## config.mk

```make
export PLATFORM = sky130hd
export DESIGN_NAME = alu_seq_ctrl
export DESIGN_NICKNAME = d
export VERILOG_FILES = /design/src/rtl/alu_seq_ctrl.sv
export SDC_FILE = /design/constraint.sdc
export NUM_CORES = 1
export LEC_CHECK = 0
export CORE_MARGIN = 3
export CORE_UTILIZATION = 42
export DETAILED_ROUTE_END_ITERATION = 7
export PLACE_DENSITY = 0.88
export SYNTH_ARGS = -nofsm -noshare
export SYNTH_HDL_FRONTEND = slang
export SYNTH_SLANG_ARGS = --single-unit
```

## constraint.sdc

```tcl
create_clock -name clk -period 1.5 [get_ports clk]
set_input_delay 0.3 -clock clk [delete_from_list [all_inputs] [get_ports clk]]
set_output_delay 0.3 -clock clk [all_outputs]
set_load 0.01 [all_outputs]
```

## src/rtl/alu_seq_ctrl.sv

```systemverilog
// rtl/alu_seq_ctrl.sv - command sequencer in front of the AND/ADD ALU
//
// Accepts one command per in_valid/in_ready handshake, drives registered
// operands onto the ALU, captures result/flags after a one-cycle settle, and
// presents them on an out_valid/out_ready handshake.
// Ports:
//   clk, rst_n                        clock, asynchronous active-low reset
//   in_valid/in_ready                 command handshake
//   in_a, in_b, in_op, in_acc         operands, op (0=AND 1=ADD), accumulate select
//   alu_a, alu_b, alu_op              registered ALU inputs
//   alu_res, alu_gz, alu_cf           ALU combinational result and flags
//   out_valid/out_ready               result handshake
//   out_res, out_gz, out_cf           captured result and flags
//   op_count                          saturating completed-operation counter
module alu_seq_ctrl #(
    parameter int WIDTH = 7,
    parameter int CNT_W = 8
) (
    input  logic             clk,
    input  logic             rst_n,
    input  logic             in_valid,
    output logic             in_ready,
    input  logic [WIDTH-1:0] in_a,
    input  logic [WIDTH-1:0] in_b,
    input  logic             in_op,
    input  logic             in_acc,
    output logic [WIDTH-1:0] alu_a,
    output logic [WIDTH-1:0] alu_b,
    output logic             alu_op,
    input  logic [WIDTH-1:0] alu_res,
    input  logic             alu_gz,
    input  logic             alu_cf,
    output logic             out_valid,
    input  logic             out_ready,
    output logic [WIDTH-1:0] out_res,
    output logic             out_gz,
    output logic             out_cf,
    output logic [CNT_W-1:0] op_count
);

    typedef enum logic [1:0] {
        IDLE = 2'd0,
        EXEC = 2'd1,
        DONE = 2'd2
    } state_t;

    state_t           state_q;
    state_t           state_d;
    logic [WIDTH-1:0] acc_reg;

    // Handshake outputs depend on state only, so they never combinationally
    // follow in_valid/out_ready.
    assign in_ready  = (state_q == IDLE);
    assign out_valid = (state_q == DONE);

    always_ff @(posedge clk or negedge rst_n) begin
        if (!rst_n) begin
            state_q <= IDLE;
        end else begin
            state_q <= state_d;
        end
    end

    always_comb begin
        state_d = state_q;
        case (state_q)
            IDLE:    if (in_valid)  state_d = EXEC;
            EXEC:                   state_d = DONE;
            DONE:    if (out_ready) state_d = IDLE;
            default:                state_d = IDLE;
        endcase
    end

    // ALU operand registers: loaded only on an accepted command so the ALU
    // inputs stay stable for the whole operation.
    always_ff @(posedge clk or negedge rst_n) begin
        if (!rst_n) begin
            alu_a  <= '0;
            alu_b  <= '0;
            alu_op <= 1'b0;
        end else if (state_q == IDLE && in_valid) begin
            alu_a  <= in_acc ? acc_reg : in_a;
            alu_b  <= in_b;
            alu_op <= in_op;
        end
    end

    // Result capture at the end of the settle cycle; acc_reg only moves on
    // completed operations, so a reset-aborted op leaves no trace.
    always_ff @(posedge clk or negedge rst_n) begin
        if (!rst_n) begin
            out_res  <= '0;
            out_gz   <= 1'b0;
            out_cf   <= 1'b0;
            acc_reg  <= '0;
            op_count <= '0;
        end else if (state_q == EXEC) begin
            out_res <= alu_res;
            out_gz  <= alu_gz;
            out_cf  <= alu_cf;
            acc_reg <= alu_res;
            if (op_count != {CNT_W{1'b1}}) begin
                op_count <= op_count + 1'b1;
            end
        end
    end

endmodule

```

# --- Word level (Yosys, flattened, before mapping) ---
# Index checks and enable logic that the tools add are counted.
op_classes:
  mux: 4
  n_eq_ne: 5
  reduce_logical: 4
  add_sub_neg: 1
ops:
  columns: ["operator", "n"]
  rows:
  - ["$add 8x1->8 const B", 1]
  - ["$ne 8x8->1 const B", 1]
  - ["$mux 7", 1]
  - ["$pmux 2 s3", 1]
  - ["$mux 2", 2]
  - ["$reduce_and 2->1", 2]
  - ["$eq 2x1->1 const B", 1]
  - ["$eq 2x2->1 const B", 1]
  - ["$logic_not 2->1", 1]
  - ["$ne 2x1->1 const B", 1]
  - ["$ne 2x2->1 const B", 1]
  - ["$logic_and 1x1->1", 1]
totals:
  out_inout_bits: 34
  in_bits: 29
  regBits: 34
  wordCells: 22

# --- Longest topological paths before layout ---
depth:
  depth_word: 3
  depth_mapped: 6
  ltp_nobuf: 5

# --- Least setup slack after synthesis ---
# Ideal clock, no wire load.
synth_timing:
  kind: "reg-to-reg"
  startpoint: "register op_count[0]"
  endpoint: "register op_count[6]"
  n_path_buf: 0
  t_required_ps: 1375
  setup_slack_ps: 125
  t_arrival_ps: 1251
  stages_incl_launch_ff: 5
  setup_time_ps: 125
  period_less_slack_ps: 1375
  cell_sequence: "dfrtp_1 -> ha_1 -> nand4b_1 -> nor2_1 -> mux2_2"
synth_via:
  elab_chain_len: 2
  word_cells_on_any_way: 3
  cone_classes: "add/sub: 1; eq/ne: 1; reduce/logical: 1"
synth_lines:
  columns: ["element", "line_no", "rtl"]
  rows:
  - ["from (decl)", "38", "output logic [CNT_W-1:0] op_count"]
  - ["from (signal assigned)", "103", "op_count <= op_count + 1'b1;"]
  - ["parallel branches: the longest is 2 deep, another holds $add 8x1->8", null, null]
# Several ways; the timed one is not identified.
# A chain may end at the register's enable or synchronous reset.

# --- Worst setup path after layout ---
layout_timing:
  startpoint: "register op_count[5]"
  endpoint: "register op_count[1]"
layout_via:
  elab_chain_len: 2
layout_lines:
  columns: ["element", "line_no", "rtl"]
  rows:
  - ["$ne 8x8->1", "102", "if (op_count != {CNT_W{1'b1}}) begin"]
  - ["$reduce_and 2->1 (no source line)", null, null]
# Every way passes these cells.

==> results.yml <==
outcome:
  run_status: "finished, final reports clean"
place:
  numPlacedInstances: 213
  hpwl_dp_mm: 2.482
  gp_congestion: 0.7903
  dp_slack_ns: 0.004254
  placed_area_mm2: 0.002148
  buffers_added_on_ports: 62
worst_setup_path:
  r2r_end: "op_count[1]$_DFFE_PN0P_"
  cp_data_required_time_ns: 1.73
  worst-r2r-setup-slack_ns: 0.07
  cp.arrival_ns: 1.66
  cpPeakStageDelay_ns: 0.41
  cp-end-kind: "flip-flop"
  worstSetupStartpointType: "flip-flop"
  r2r-start: "op_count[5]$_DFFE_PN0P_"
  crit_fanout: 3
  worst-setup-path-type: "reg -> reg"
  cp_top_family: "simple AND/OR/NAND/NOR gates"
  critical_path_buf_inv_count: 1
  path_cells: "buf_6 -> and4_4 -> nand4_4 -> nand2_2 -> mux2_1"
  worst_path_max_delay_cell: "sky130_fd_sc_hd__dfrtp_1"
  worst_case_reg_to_reg_path_depth: 5
clocking:
  clock-sinks: 34
  cts-root-to-sink-buffers: 2
  tritoncts_clock_tree: "done"
  clock-root-buffer: "sky130_fd_sc_hd__clkbuf_4"
  clk_pin_slew_ns: 0.11
  clock_latency_on_the_worst_skew_pair_ns: 0.33
  h-tree-depth: 2
  cts-buffers-inserted: 5
  hold_buffer_count_at_cts: 0
synthesis:
  netlist_area_mm2: 0.001471
  synthesis.instances: 107
  synth_compound_area_frac: 0.03571
  synth_simple_gate_area_share: 0.1063
  yosysUniqueCellTypes: 28
  synthesis.yosys.warnings: 0
  synth_top_family_by_area: "multiplexers"
  synthMuxAreaShare: 0.2058
  synth-seq-area-share: 0.5782
  synth_adder_area_share: 0.008503
  synth_seq_cells: 34
  syn-mean-instance-area_um2: 13.75
  synth_fp_nets: 137
  synthXorXnorAreaFrac: 0.02976
layout:
  num-nets-final: 212
  area_delta_synth_final_pct: 52.47
  layout.cells.most_common_list: "32 x sky130_fd_sc_hd__dfrtp_1, 32 x sky130_fd_sc_hd__dlygate4sd2_1, 28 x sky130_fd_sc_hd__clkdlybuf4s50_1"
  antenna_cells: 0
  final_area_mm2: 0.002243
  finish.cell_count_without_fillers: 226
  share_of_post_route_cells_with_drive_strength_above_1: 0.2582
sta:
  worst-slew-pin-transition_ns: 0.1593
  slew_headroom: 0.8908
  sum_neg_setup_slack_ns: 0
  final_min_period_over_clock_period: 0.9525
  final-max-slew-violation-count: 0
  layout_min_cycle_time_ns: 1.429
  final.setup.worst_slack_ns: 0.07129
  setup_viol: 0
  rsz0062_at_grt: "no"
  hold_slack_ns: 0.3196
  max_clock_freq_mhz: 699.9
  number_of_hold_violations_in_the_final_report: 0
  finClkSkew_ns: 0.01853
floorplanning:
  design.core.area_mm2: 0.003203
  start_util: 0.4594
  die_area_mm2: 0.004250
  rows: 20
  fp.dieW_um: 65.19
  die_h_um: 65.19
  ioPinCount: 63
run:
  drv.max_cap_violation_count: 0
route:
  route.detailed.vias_per_inst: 4.973
  drcViolationCount: 0
  finalWirelength_mm: 3.498
  detail-route-antenna-nets: 0
  number_of_drc_markers_after_the_initial_detailed_route_iteration: 29
  wl_per_cell_um: 15.48
  drt-pass1-iter-count: 4
  routed-via-count: 1124
pwr:
  max-vdd-ir-drop_uv: 1305
  p_leak_nw: 1.031
  cellPowerDensity_mw_per_mm2: 1886
hold_path:
  min_path_type: "in -> async"
global_routing:
  grt_first_pass_wirelength_mm: 5.720
  first_global_vias: 1162
  antenna_found_initial: 0
  grt_start_max_net_pins: 35
  track_usage: 0.1788
  global_route.overflow_total: 0
==> cell type report <==
cell class | count | area (um^2)
clock buffer | 6 | 51.30
clock inverter | 1 | 30.03
fill | 251 | 959.7
inverter | 1 | 3.754
multi-input combinational | 67 | 580.6
sequential | 34 | 853.3
tap | 44 | 55.05
timing repair buffer | 73 | 669.4
==> metrics by stage <==
stage / power (W) / util
after global placement: 0.003659 / 0.6707
after detailed placement: 0.003742 / 0.6707
after CTS: 0.004233 / 0.6977
after global routing: 0.004524 / 0.7004
after floorplan: 0.002650 / -
final: 0.004232 / 0.7004
==> synth_stat cells <==
cell type	count	share of area
sky130_fd_sc_hd__xnor2_1	5	0.030
sky130_fd_sc_hd__nor2_1	9	0.023
sky130_fd_sc_hd__nand2b_1	1	0.0043
sky130_fd_sc_hd__buf_6	2	0.015
sky130_fd_sc_hd__nand3_1	3	0.010
sky130_fd_sc_hd__mux2_4	5	0.051
sky130_fd_sc_hd__and4_4	1	0.0077
sky130_fd_sc_hd__buf_8	1	0.010
sky130_fd_sc_hd__ha_1	1	0.0085
sky130_fd_sc_hd__mux2_2	13	0.099
sky130_fd_sc_hd__nand2_2	1	0.0043
sky130_fd_sc_hd__clkbuf_1	1	0.0025
sky130_fd_sc_hd__mux2i_1	7	0.048
sky130_fd_sc_hd__nand4_1	1	0.0043
sky130_fd_sc_hd__inv_1	1	0.0025
sky130_fd_sc_hd__nor2_2	1	0.0043
sky130_fd_sc_hd__and2_4	1	0.0060
sky130_fd_sc_hd__a21o_1	1	0.0051
sky130_fd_sc_hd__nand2_1	2	0.0051
sky130_fd_sc_hd__buf_4	1	0.0051
sky130_fd_sc_hd__nand4b_1	1	0.0060
sky130_fd_sc_hd__nand4_4	1	0.014
sky130_fd_sc_hd__mux2_1	1	0.0077
sky130_fd_sc_hd__and2b_1	1	0.0051
sky130_fd_sc_hd__and2b_2	1	0.0060
sky130_fd_sc_hd__dfrtp_1	34	0.58
sky130_fd_sc_hd__and4_1	1	0.0060
sky130_fd_sc_hd__a21oi_1	9	0.031
==> cell families (layout without fill, tap and decap cells) <==
logic type | after synthesis | count (layout)
flip-flops | 34 | 34
XOR/XNOR | 5 | 5
buffers and inverters | 6 | 81
multiplexers | 26 | 26
adder cells (fa/ha/maj) | 1 | 1
AO/OA/AOI/OAI | 10 | 10
AND/OR/NAND/NOR | 25 | 25
==> routing by layer <==
metal  vias to the layer above  part of all wire  routed length [um]  GRT usage
met2                        50              0.52                1820     0.3059
met1                       552              0.40                1412     0.2142
met4                         0            0.0034                  12    0.04663
met5                         -                 0                   0          0
met3                         2             0.072                 253    0.06154
li1                        520                 -                   -          -
==> how the worst max path moves through the flow <==
stage                             from                      end  slack, ns  depth (start not counted)
2_1_floorplan  op_count[0]$_DFFE_PN0P_  op_count[6]$_DFFE_PN0P_       0.12                          4
3_3_place_gp    state_q[0]$_DFFE_PN0P_                out_valid       0.05                          2
3_5_place_dp                  in_valid     alu_a[6]$_DFFE_PN0P_      0.004                          5
4_1_cts         state_q[0]$_DFFE_PN0P_                 in_ready       0.02                          2
5_1_grt        op_count[5]$_DFFE_PN0P_  op_count[1]$_DFFE_PN0P_      0.004                          5
6_report       op_count[5]$_DFFE_PN0P_  op_count[1]$_DFFE_PN0P_       0.07                          5
==> state kept, by name, summed over array words and instances (netlist names) <==
signal and cells:
alu_a 7, alu_b 7, alu_op 1, op_count 8
out_cf 1, out_gz 1, out_res 7, state_q 2
==> worst register-to-register path, cell delays in order (launching register included) <==
cell,delay [ns]
sky130_fd_sc_hd__dfrtp_1,0.41
sky130_fd_sc_hd__buf_6,0.12
sky130_fd_sc_hd__and4_4,0.25
sky130_fd_sc_hd__nand4_4,0.13
sky130_fd_sc_hd__nand2_2,0.09
sky130_fd_sc_hd__mux2_1,0.32
==> power breakdown <==
| group | leakage, nW | total [W] | internal, W | switching, W |
|---|---|---|---|---|
| clock | 0.0443 | 0.000688 | 0.000388 | 0.000299 |
| sequential | 0.401 | 0.00162 | 0.00135 | 0.000273 |
| combinational | 0.586 | 0.00193 | 0.00108 | 0.000850 |
==> repair_timing <==
| action | 4_1_cts | 5_1_grt |
|---|---|---|
| setup buffers | 6 | 0 |
| resized for setup | 41 | 3 |
| setup endpoints to repair | 34 | 3 |
| pin swaps | 0 | 2 |
Power figures use the tool's default switching activity.
